**src/rtl/uart_pkg.sv**
```systemverilog
// Purpose: shared types and helpers for the oversampled UART blocks.
// Contents: receiver FSM state encoding, baud divider calculation, oversample default.
// Used by: uart_rx_oversampled, uart_baud_tick users (receiver and planned transmitter).
package uart_pkg;

    localparam int OVERSAMPLE_DEFAULT = 16;

    typedef enum logic [1:0] {
        ST_IDLE  = 2'd0,
        ST_START = 2'd1,
        ST_DATA  = 2'd2,
        ST_STOP  = 2'd3
    } rx_state_t;

    // Clock cycles per oversample tick, rounded to nearest, never below 1.
    function automatic int calc_div(input longint clk_freq, input longint baud,
                                    input longint oversample);
        longint den;
        longint q;
        den = baud * oversample;
        q   = (clk_freq + den / 2) / den;
        if (q < 1) q = 1;
        return int'(q);
    endfunction

endpackage

```
**src/rtl/uart_baud_tick.sv**
```systemverilog
// Purpose: free-running divider producing a one-cycle tick every DIV clocks.
// Ports: clk, rst (sync active-low), tick (high one cycle in every DIV; always high when DIV==1).
// Latency: tick is decoded combinationally from the counter; no backpressure.
module uart_baud_tick #(
    parameter int DIV = 1
) (
    input  logic clk,
    input  logic rst,
    output logic tick
);

    localparam int W = (DIV > 1) ? $clog2(DIV) : 1;
    localparam logic [W-1:0] LAST = W'(DIV - 1);

    logic [W-1:0] cnt;

    always_ff @(posedge clk) begin
        if (!rst) begin
            cnt <= '0;
        end else if (cnt == LAST) begin
            cnt <= '0;
        end else begin
            cnt <= cnt + 1'b1;
        end
    end

    assign tick = (cnt == LAST);

endmodule

```
**src/rtl/uart_rx_oversampled.sv**
```systemverilog
// Purpose: 8N1 receiver; syncs RxD, oversamples, 2-of-3 majority per bit, checks start/stop.
// Ports: clk, rst (sync active-low), RxD in; RxD_data_ready / RxD_frame_err one-cycle strobes,
//        RxD_data last good byte, RxD_idle line quiet for IDLE_BITS bit-times. No backpressure.
module uart_rx_oversampled
    import uart_pkg::*;
#(
    parameter int CLK_FREQ   = 50000000,
    parameter int BAUD       = 115200,
    parameter int OVERSAMPLE = OVERSAMPLE_DEFAULT,
    parameter int IDLE_BITS  = 10
) (
    input  logic       clk,
    input  logic       rst,
    input  logic       RxD,
    output logic       RxD_data_ready,
    output logic [7:0] RxD_data,
    output logic       RxD_frame_err,
    output logic       RxD_idle
);

    localparam int DIV = calc_div(longint'(CLK_FREQ), longint'(BAUD), longint'(OVERSAMPLE));
    localparam int CW  = $clog2(OVERSAMPLE);

    // Three samples around mid-bit; the bit is decided on the third.
    localparam logic [CW-1:0] S_A   = CW'(OVERSAMPLE / 2 - 1);
    localparam logic [CW-1:0] S_B   = CW'(OVERSAMPLE / 2);
    localparam logic [CW-1:0] S_C   = CW'(OVERSAMPLE / 2 + 1);
    localparam logic [CW-1:0] S_END = CW'(OVERSAMPLE - 1);

    localparam int IDLE_MAX = IDLE_BITS * OVERSAMPLE;
    localparam int IW       = $clog2(IDLE_MAX + 1);
    localparam logic [IW-1:0] IDLE_TOP = IW'(IDLE_MAX);

    logic            tick;
    logic            sync1;
    logic            rxs;
    logic [1:0]      warm;
    rx_state_t       state,    state_n;
    logic [CW-1:0]   cnt,      cnt_n;
    logic [2:0]      bit_idx,  bit_idx_n;
    logic [7:0]      shreg,    shreg_n;
    logic            smp_a,    smp_a_n;
    logic            smp_b,    smp_b_n;
    logic            armed,    armed_n;
    logic [IW-1:0]   idle_cnt, idle_cnt_n;
    logic [7:0]      data_n;
    logic            ready_n;
    logic            err_n;
    logic            maj;

    uart_baud_tick #(.DIV(DIV)) u_tick (
        .clk  (clk),
        .rst  (rst),
        .tick (tick)
    );

    assign maj      = (smp_a & smp_b) | (smp_a & rxs) | (smp_b & rxs);
    assign RxD_idle = (idle_cnt == IDLE_TOP);

    always_ff @(posedge clk) begin
        if (!rst) begin
            sync1          <= 1'b1;
            rxs            <= 1'b1;
            warm           <= 2'b00;
            state          <= ST_IDLE;
            cnt            <= '0;
            bit_idx        <= '0;
            shreg          <= '0;
            smp_a          <= 1'b1;
            smp_b          <= 1'b1;
            armed          <= 1'b0;
            idle_cnt       <= '0;
            RxD_data       <= 8'h00;
            RxD_data_ready <= 1'b0;
            RxD_frame_err  <= 1'b0;
        end else begin
            sync1          <= RxD;
            rxs            <= sync1;
            // The synchroniser's reset value is not line information; arming
            // waits until both flops have captured the real pin.
            warm           <= {warm[0], 1'b1};
            state          <= state_n;
            cnt            <= cnt_n;
            bit_idx        <= bit_idx_n;
            shreg          <= shreg_n;
            smp_a          <= smp_a_n;
            smp_b          <= smp_b_n;
            armed          <= armed_n;
            idle_cnt       <= idle_cnt_n;
            RxD_data       <= data_n;
            RxD_data_ready <= ready_n;
            RxD_frame_err  <= err_n;
        end
    end

    always_comb begin
        state_n    = state;
        cnt_n      = cnt;
        bit_idx_n  = bit_idx;
        shreg_n    = shreg;
        smp_a_n    = smp_a;
        smp_b_n    = smp_b;
        armed_n    = armed;
        idle_cnt_n = idle_cnt;
        data_n     = RxD_data;
        ready_n    = 1'b0;
        err_n      = 1'b0;

        if (tick) begin
            if (rxs && warm[1]) armed_n = 1'b1;

            if (state == ST_IDLE) begin
                if (idle_cnt != IDLE_TOP) idle_cnt_n = idle_cnt + 1'b1;
                if (armed && !rxs) begin
                    state_n    = ST_START;
                    cnt_n      = '0;
                    idle_cnt_n = '0;
                end
            end else begin
                // OVERSAMPLE is a power of two, so the counter wraps per bit.
                cnt_n = cnt + 1'b1;
                if (cnt == S_A) smp_a_n = rxs;
                if (cnt == S_B) smp_b_n = rxs;

                unique case (state)
                    ST_START: begin
                        if (cnt == S_C && maj) begin
                            state_n = ST_IDLE;
                            cnt_n   = '0;
                        end else if (cnt == S_END) begin
                            state_n   = ST_DATA;
                            bit_idx_n = '0;
                        end
                    end
                    ST_DATA: begin
                        if (cnt == S_C) shreg_n = {maj, shreg[7:1]};
                        if (cnt == S_END) begin
                            if (bit_idx == 3'd7) begin
                                state_n = ST_STOP;
                            end else begin
                                bit_idx_n = bit_idx + 1'b1;
                            end
                        end
                    end
                    ST_STOP: begin
                        // Leave mid-stop-bit so a back-to-back start edge is seen.
                        if (cnt == S_C) begin
                            state_n = ST_IDLE;
                            cnt_n   = '0;
                            if (maj) begin
                                data_n  = shreg;
                                ready_n = 1'b1;
                            end else begin
                                err_n   = 1'b1;
                                armed_n = 1'b0;
                            end
                        end
                    end
                    default: begin
                        state_n = ST_IDLE;
                    end
                endcase
            end
        end
    end

endmodule

```
**config.mk**
```make
export PLATFORM = sky130hd
export DESIGN_NAME = uart_rx_oversampled
export DESIGN_NICKNAME = d
export VERILOG_FILES = /design/src/rtl/uart_pkg.sv /design/src/rtl/uart_baud_tick.sv /design/src/rtl/uart_rx_oversampled.sv
export SDC_FILE = /design/constraint.sdc
export NUM_CORES = 1
export LEC_CHECK = 0
export CORE_MARGIN = 3
export CORE_UTILIZATION = 34
export CTS_CLUSTER_SIZE = 16
export DETAILED_ROUTE_END_ITERATION = 8
export SYNTH_ARGS = -nofsm -noshare
export SYNTH_HDL_FRONTEND = slang
export SYNTH_SLANG_ARGS = --single-unit
export TNS_END_PERCENT = 5
```
**constraint.sdc**
```tcl
create_clock -name clk -period 1.75 [get_ports clk]
set_input_delay 0.35 -clock clk [delete_from_list [all_inputs] [get_ports clk]]
set_output_delay 0.35 -clock clk [all_outputs]
set_load 0.01 [all_outputs]
```
==> summary.md, run 1 <==
| Metric | Value |
|---|---|
| Status | `completed` |
| CORE AREA | `5990 µm²` |
| Power Density | `659 nW/µm²` |
| Cells after synthesis | `236` |
| Maxcap violations | `0` |
| Final Hold Viols | `0` |
| Largest net degree at the start of global routing | `21` |
| Via count | `1694` |
| Hold_buf cts | `0` |
| Sw Pwr | `0.422 mW` |
| Seq/Total Area, Yosys | `44.4%` |
| Hold Slack | `0.415 ns` |
| Max Clock Freq | `around 590 MHz` |
| Vias per inst | `4.76` |
| H-tree levels | `2` |
| Clock Power Share | `36.5%` |
| Utilization after layout | `46.0%` |
| Ys async rst share | `0%` |
| Syn Nets | `252` |
| Number of synthesized flops with an enable pin | `0` |
| Syn_area_per_cell | `8.99 µm²` |
| Clock Sinks | `47` |
| Switching Fraction | `between 20% and 30%` |
| Routed wire per std cell | `11.6 µm` |
| Clock Path Buffers | `2` |
| Root Buffer | `clkbuf_8` |
| Share of cells above drive strength 1 | `around 23%` |
| Worst-margin pin slew | `roughly 0.59 ns` |
| Netlist Area Pre-Place | `between 2000 and 2500 µm²` |
| Final antenna-violating net count | `0` |
| Int Pwr | `1.39 mW` |
| RSZ-0062 raised after global routing | `true` |
| Min Tclk post-route | `1.70 ns` |
| Leak pwr | `1.07 nW` |
| Post-synth cell types | `44` |
| Pins over their slew limit | `0` |
| YS warnings | `0` |
| Post-DP Area | `2540 µm²` |
| Skew final | `0.00837 ns` |
| Total track usage | `11.8%` |
| Reg power frac | `about three fifths` |
| Diodes inserted | `0` |
| WP data required | `roughly 1.4 ns` |
| Endpoints failing setup | `0` |
| Hold path endpoint | `rxs` |
| Die H | `about 85 µm` |
| Critical R2R Launch | `state[1]` |
| Cell area after layout | `2760 µm²` |
| R2R Setup Slk | `0.05 ns` |
| Synth Flop Type | `dfxtp_1` |
| Antenna violations before repair | `0` |
| Worst Setup Start Kind | `flop` |
| Hold path depth | `1` |
| CTS tree | `done` |
| Final net count | `296` |
| Starting Density | `35.4%` |
| Crit end category | `output port` |
| Die ar. | `7220 µm²` |
| Gate power share | `approximately 3.8%` |
| Worst hold path type | `flop to flop` |
| Leading cell type in the layout, fill and taps excluded | `dfxtp_1` |
| Vias in the first global route | `1590` |
| Hold wc startpoint | `sync1` |
| FILL cells | `570` |
| DRC Markers | `0` |
| Critical path class | `flop to output port` |
| Critical Path AT | `1.35 ns` |
| Clock transition at the registers of the reported paths | `0.09 ns` |
| Worst skew pair latency | `0.30 ns` |
| Total gr overflow | `0` |
| Total CTS buffers | `5` |
| DRT Pass-1 Iters | `4` |
| Die Span X | `85.0 µm` |
| RD Place Congestion | `0.780` |
| Buffers on Ports | `13` |
| 1st-iter DRT viols | `70` |
| Worst Reg2Reg Path Length in Cells | `7` |
| Final WL | `4130 µm` |
| Crit Path Max Fanout | `2` |
| Commonest non-fill, non-tap cells in the layout | `dfxtp_1, buf_4, nor2_1` |
| RR Endpoint | `state[0]` |
| Fin crit share | `97.4%` |
| #FFs+latches synth | `47` |
| Io pins | `14` |
| DP HPWL | `3030 µm` |
| Peak supply drop | `0.316 mV` |
| Slew HR | `60.4%` |
| Area Growth Syn to Fin | `30.0%` |
| # rows | `28` |
| First-pass GRT wire length | `7080 µm` |
==> per-layer routing <==
layer	up-vias	share of wire, %	wire length, µm	GRT usage [%]
li1	896	-	-	-
met1	783	51	2100	16.0
met2	15	46	1910	18.9
met3	0	2.8	116	3.11
met4	0	0	0	2.59
met5	-	0	0	0
==> cells by family after synthesis <==
kind of cell / share of synthesized area [%]
xor+xnor: 3.30
fa+ha+maj: 7.67
flops: 44.4
compound gates: 11.2
mux: 4.72
simple gates: 24.5
buf+inv: 4.25
==> power by group through the flow <==
| stage | Sequential (mW) | Clock (mW) | Combinational, mW |
|---|---|---|---|
| after floorplan | 1.11 | 0 | 0.0353 |
| after global placement | 1.11 | 0 | 0.0634 |
| after detailed placement | 1.11 | 0 | 0.0644 |
| after CTS | 1.08 | 0.696 | 0.0648 |
| after global routing | 1.09 | 0.733 | 0.0772 |
| final | 1.08 | 0.663 | 0.0696 |
==> critical path: stages (launching register included) <==
cell and delay, ns:
dfxtp_1 0.35, nor3b_1 0.39, and2_1 0.19, buf_2 0.12
==> repair_timing <==
item	CTS	global route
pin swaps	1	8
endpoints found under the hold margin	0	0
resized for setup	7	20
setup buffers	0	4
endpoints found under the setup margin	8	22
==> sequential cells by signal, indices dropped and copies added, names as in the netlist <==
name            count
shreg               8
sync1               1
smp_b               1
rxs                 1
cnt                 4
u_tick.cnt          5
idle_cnt            8
RxD_data            8
bit_idx             3
armed               1
RxD_data_ready      1
smp_a               1
state               2
warm                2
RxD_frame_err       1
==> cell type report <==
| cell class | instances | area [µm²] | area share (%) |
|---|---|---|---|
| multi-input cells | 168 | 1180 | 42.7 |
| flip-flops and latches | 47 | 948 | 34.4 |
| repair buffers | 46 | 398 | 14.4 |
| well taps | 75 | 93.8 | 3.40 |
| clock buffers | 5 | 68.8 | 2.50 |
| inverters | 12 | 45.0 | 1.63 |
| clock inverters | 3 | 25.0 | 0.908 |
==> through the flow <==
| stage | total power, mW | setup WS [ns] | instances | setup TNS, ns |
|---|---|---|---|---|
| floorplan | 1.15 | 0.0319 | 236 | 0 |
| global placement | 1.17 | -0.105 | 344 | -0.474 |
| detailed placement | 1.17 | -0.149 | 344 | -0.728 |
| CTS | 1.84 | 0.000226 | 352 | 0 |
| global route | 1.90 | -0.0540 | 356 | -0.179 |
| finish | 1.82 | 0.0452 | 356 | 0 |
==> worst max-delay path by stage <==
| stage | startpoint | endpoint | slack (ns) |
|---|---|---|---|
| 2_1_floorplan | state[0] | state[0] | 0.03 |
| 3_5_place_dp | idle_cnt[1] | RxD_idle | -0.15 |
| 5_1_grt | idle_cnt[0] | idle_cnt[3] | -0.05 |
| 4_1_cts | u_tick.cnt[0] | shreg[1] | 0.0002 |
| 6_report | idle_cnt[7] | RxD_idle | 0.05 |
| 3_3_place_gp | idle_cnt[1] | RxD_idle | -0.11 |
==> synth_stat cells (all sizes together), types with 5 or more instances <==
| master | n | share of area, % |
|---|---|---|
| o21ai | 16 | 3.8 |
| nor3 | 5 | 1.4 |
| nand2b | 6 | 1.8 |
| dfxtp | 47 | 44 |
| a21oi | 7 | 1.8 |
| nand2 | 23 | 4.1 |
| mux2i | 10 | 4.7 |
| nand3 | 15 | 3.8 |
| clkbuf | 5 | 0.89 |
| xor2 | 5 | 2.1 |
| inv | 12 | 2.1 |
| ha | 13 | 7.7 |
| nor2 | 28 | 5.1 |
(Power assumes the default switching activity.)
==> run 2: changes to the inputs <==
Settings changed: RECOVER_POWER set to 100.
==> summary.md, run 2 (synthesis results as in run 1) <==
| Metric | Value |
|---|---|
| Status | `completed` |
| Starting Density | `35.4%` |
| Final Hold Viols | `0` |
| Worst-margin pin slew | `0.596 ns` |
| RD Place Congestion | `0.780` |
| Die Span X | `85.0 µm` |
| Hold Slack | `0.414 ns` |
| Fin crit share | `98.1%` |
| Commonest non-fill, non-tap cells in the layout | `dfxtp_1, buf_4, nor2_1` |
| WP data required | `1.40 ns` |
| Root Buffer | `clkbuf_8` |
| Worst hold path type | `flop to flop` |
| CORE AREA | `5990 µm²` |
| RR Endpoint | `state[0]` |
| Power Density | `661 nW/µm²` |
| Die H | `85.0 µm` |
| Min Tclk post-route | `1.72 ns` |
| Die ar. | `7220 µm²` |
| Total CTS buffers | `5` |
| Hold_buf cts | `0` |
| DRT Pass-1 Iters | `4` |
| Skew final | `0.00824 ns` |
| Largest net degree at the start of global routing | `21` |
| Clock Sinks | `between 40 and 50` |
| Buffers on Ports | `13` |
| Antenna violations before repair | `0` |
| Setup WS pre-CTS | `-0.149 ns` |
| Peak supply drop | `0.316 mV` |
| Setup TNS | `0 ns` |
| DP HPWL | `around 3000 µm` |
| Leak pwr | `1.09 nW` |
| Max Clock Freq | `583 MHz` |
| FILL cells | `571` |
| Hold wc startpoint | `sync1` |
| Worst Reg2Reg Path Length in Cells | `8` |
| RSZ-0062 raised after global routing | `true` |
| R2R Setup Slk | `approximately 0.04 ns` |
| Total gr overflow | `0` |
| Top flop regs | `RxD_data: 8 flops, idle_cnt: 8 flops, shreg: 8 flops` |
| Io pins | `14` |
| Final net count | `296` |
| First-pass GRT wire length | `7080 µm` |
| Maxcap violations | `0` |
| CTS tree | `done` |
| Share of cells above drive strength 1 | `22.1%` |
| DRC Markers | `0` |
| Diodes inserted | `0` |
| Clock Path Buffers | `2` |
| Final WL | `about 4100 µm` |
| Critical path class | `flop to output port` |
| Vias in the first global route | `1590` |
| Pins over their slew limit | `0` |
| # rows | `28` |
| Hold path endpoint | `rxs` |
| Critical Path AT | `1.37 ns` |
| Leading cell type in the layout, fill and taps excluded | `dfxtp_1` |
| Worst skew pair latency | `~0.30 ns` |
| Crit end category | `output port` |
| Final WS setup | `~0.034 ns` |
| Final antenna-violating net count | `0` |
| Worst Setup Start Kind | `flop` |
| Area Growth Syn to Fin | `29.4%` |
| Clock transition at the registers of the reported paths | `roughly 0.09 ns` |
| H-tree levels | `2` |
| Slew HR | `between 60% and 70%` |
| Crit Path Max Fanout | `2` |
| Total track usage | `a little under an eighth` |
| Endpoints failing setup | `0` |
| Hold path depth | `1` |
| Critical R2R Launch | `cnt[1]` |
| 1st-iter DRT viols | `75` |
| Via count | `1700` |
| Vias per inst | `4.78` |
| Routed wire per std cell | `about 12 µm` |
-- run 2: changes by cell type in the layout (fill, tap and decap cells not counted), sizes merged --
cell,previous run,this run
buf,34,32
clkbuf,5,7
clkdlybuf4s50,12,2
dlygate4sd3,0,10
-- run 2: cell type report --
| cell class | instances | area (µm²) | share of cell area, % |
|---|---|---|---|
| repair buffers | 46 | 390 | 14.2 |
| inverters | 12 | 45.0 | 1.64 |
| clock inverters | 3 | 25.0 | 0.912 |
| clock buffers | 5 | 68.8 | 2.51 |
| flip-flops and latches | 47 | 948 | 34.6 |
| multi-input cells | 168 | 1170 | 42.7 |
| well taps | 75 | 93.8 | 3.42 |
-- run 2: timing repair --
| action | in CTS | in global routing |
|---|---|---|
| resized for setup | 7 | 20 |
| pin swaps | 1 | 8 |
| setup buffers | 0 | 4 |
| setup endpoints to repair | 8 | 22 |
-- run 2: worst max-delay path: stages, from the launching register on --
cell and delay (ns):
dfxtp_1 0.35, nor3b_1 0.40, and2_1 0.19, buf_2 0.12
-- run 2: metrics by stage --
stage	util (%)	total power [mW]	std cells	cell area (µm²)
2_1_floorplan	-	1.15	236	2120
3_3_place_gp	42.4	1.17	344	2540
3_5_place_dp	42.4	1.17	344	2540
4_1_cts	44.3	1.84	352	2650
5_1_grt	45.8	1.89	356	2740
6_report	45.8	1.81	356	2740
-- run 2: how the worst max path moves through the flow --
stage / endpoint / from / depth (start not counted)
finish: RxD_idle / idle_cnt[7] / 3
global route: idle_cnt[3] / idle_cnt[0] / 8
CTS: shreg[1] / u_tick.cnt[0] / 8
detailed placement: RxD_idle / idle_cnt[1] / 5
global placement: RxD_idle / idle_cnt[1] / 5
floorplan: state[0] / state[0] / 8
-- run 2: power breakdown --
part | switching [mW] | total [mW] | internal (mW)
clock | 0.376 | 0.662 | 0.286
sequential | 0.00630 | 1.08 | 1.08
combinational | 0.0388 | 0.0667 | 0.0278
total | 0.421 | 1.81 | 1.39
-- run 2: layer usage --
| metal | track usage (%) | share of wire [%] | vias up |
|---|---|---|---|
| met2 | 18.9 | 47 | 13 |
| met1 | 16.0 | 51 | 791 |
| met4 | 2.59 | 0 | 0 |
| met5 | 0 | 0 | - |
| li1 | - | - | 896 |
| met3 | 3.11 | 2.7 | 0 |
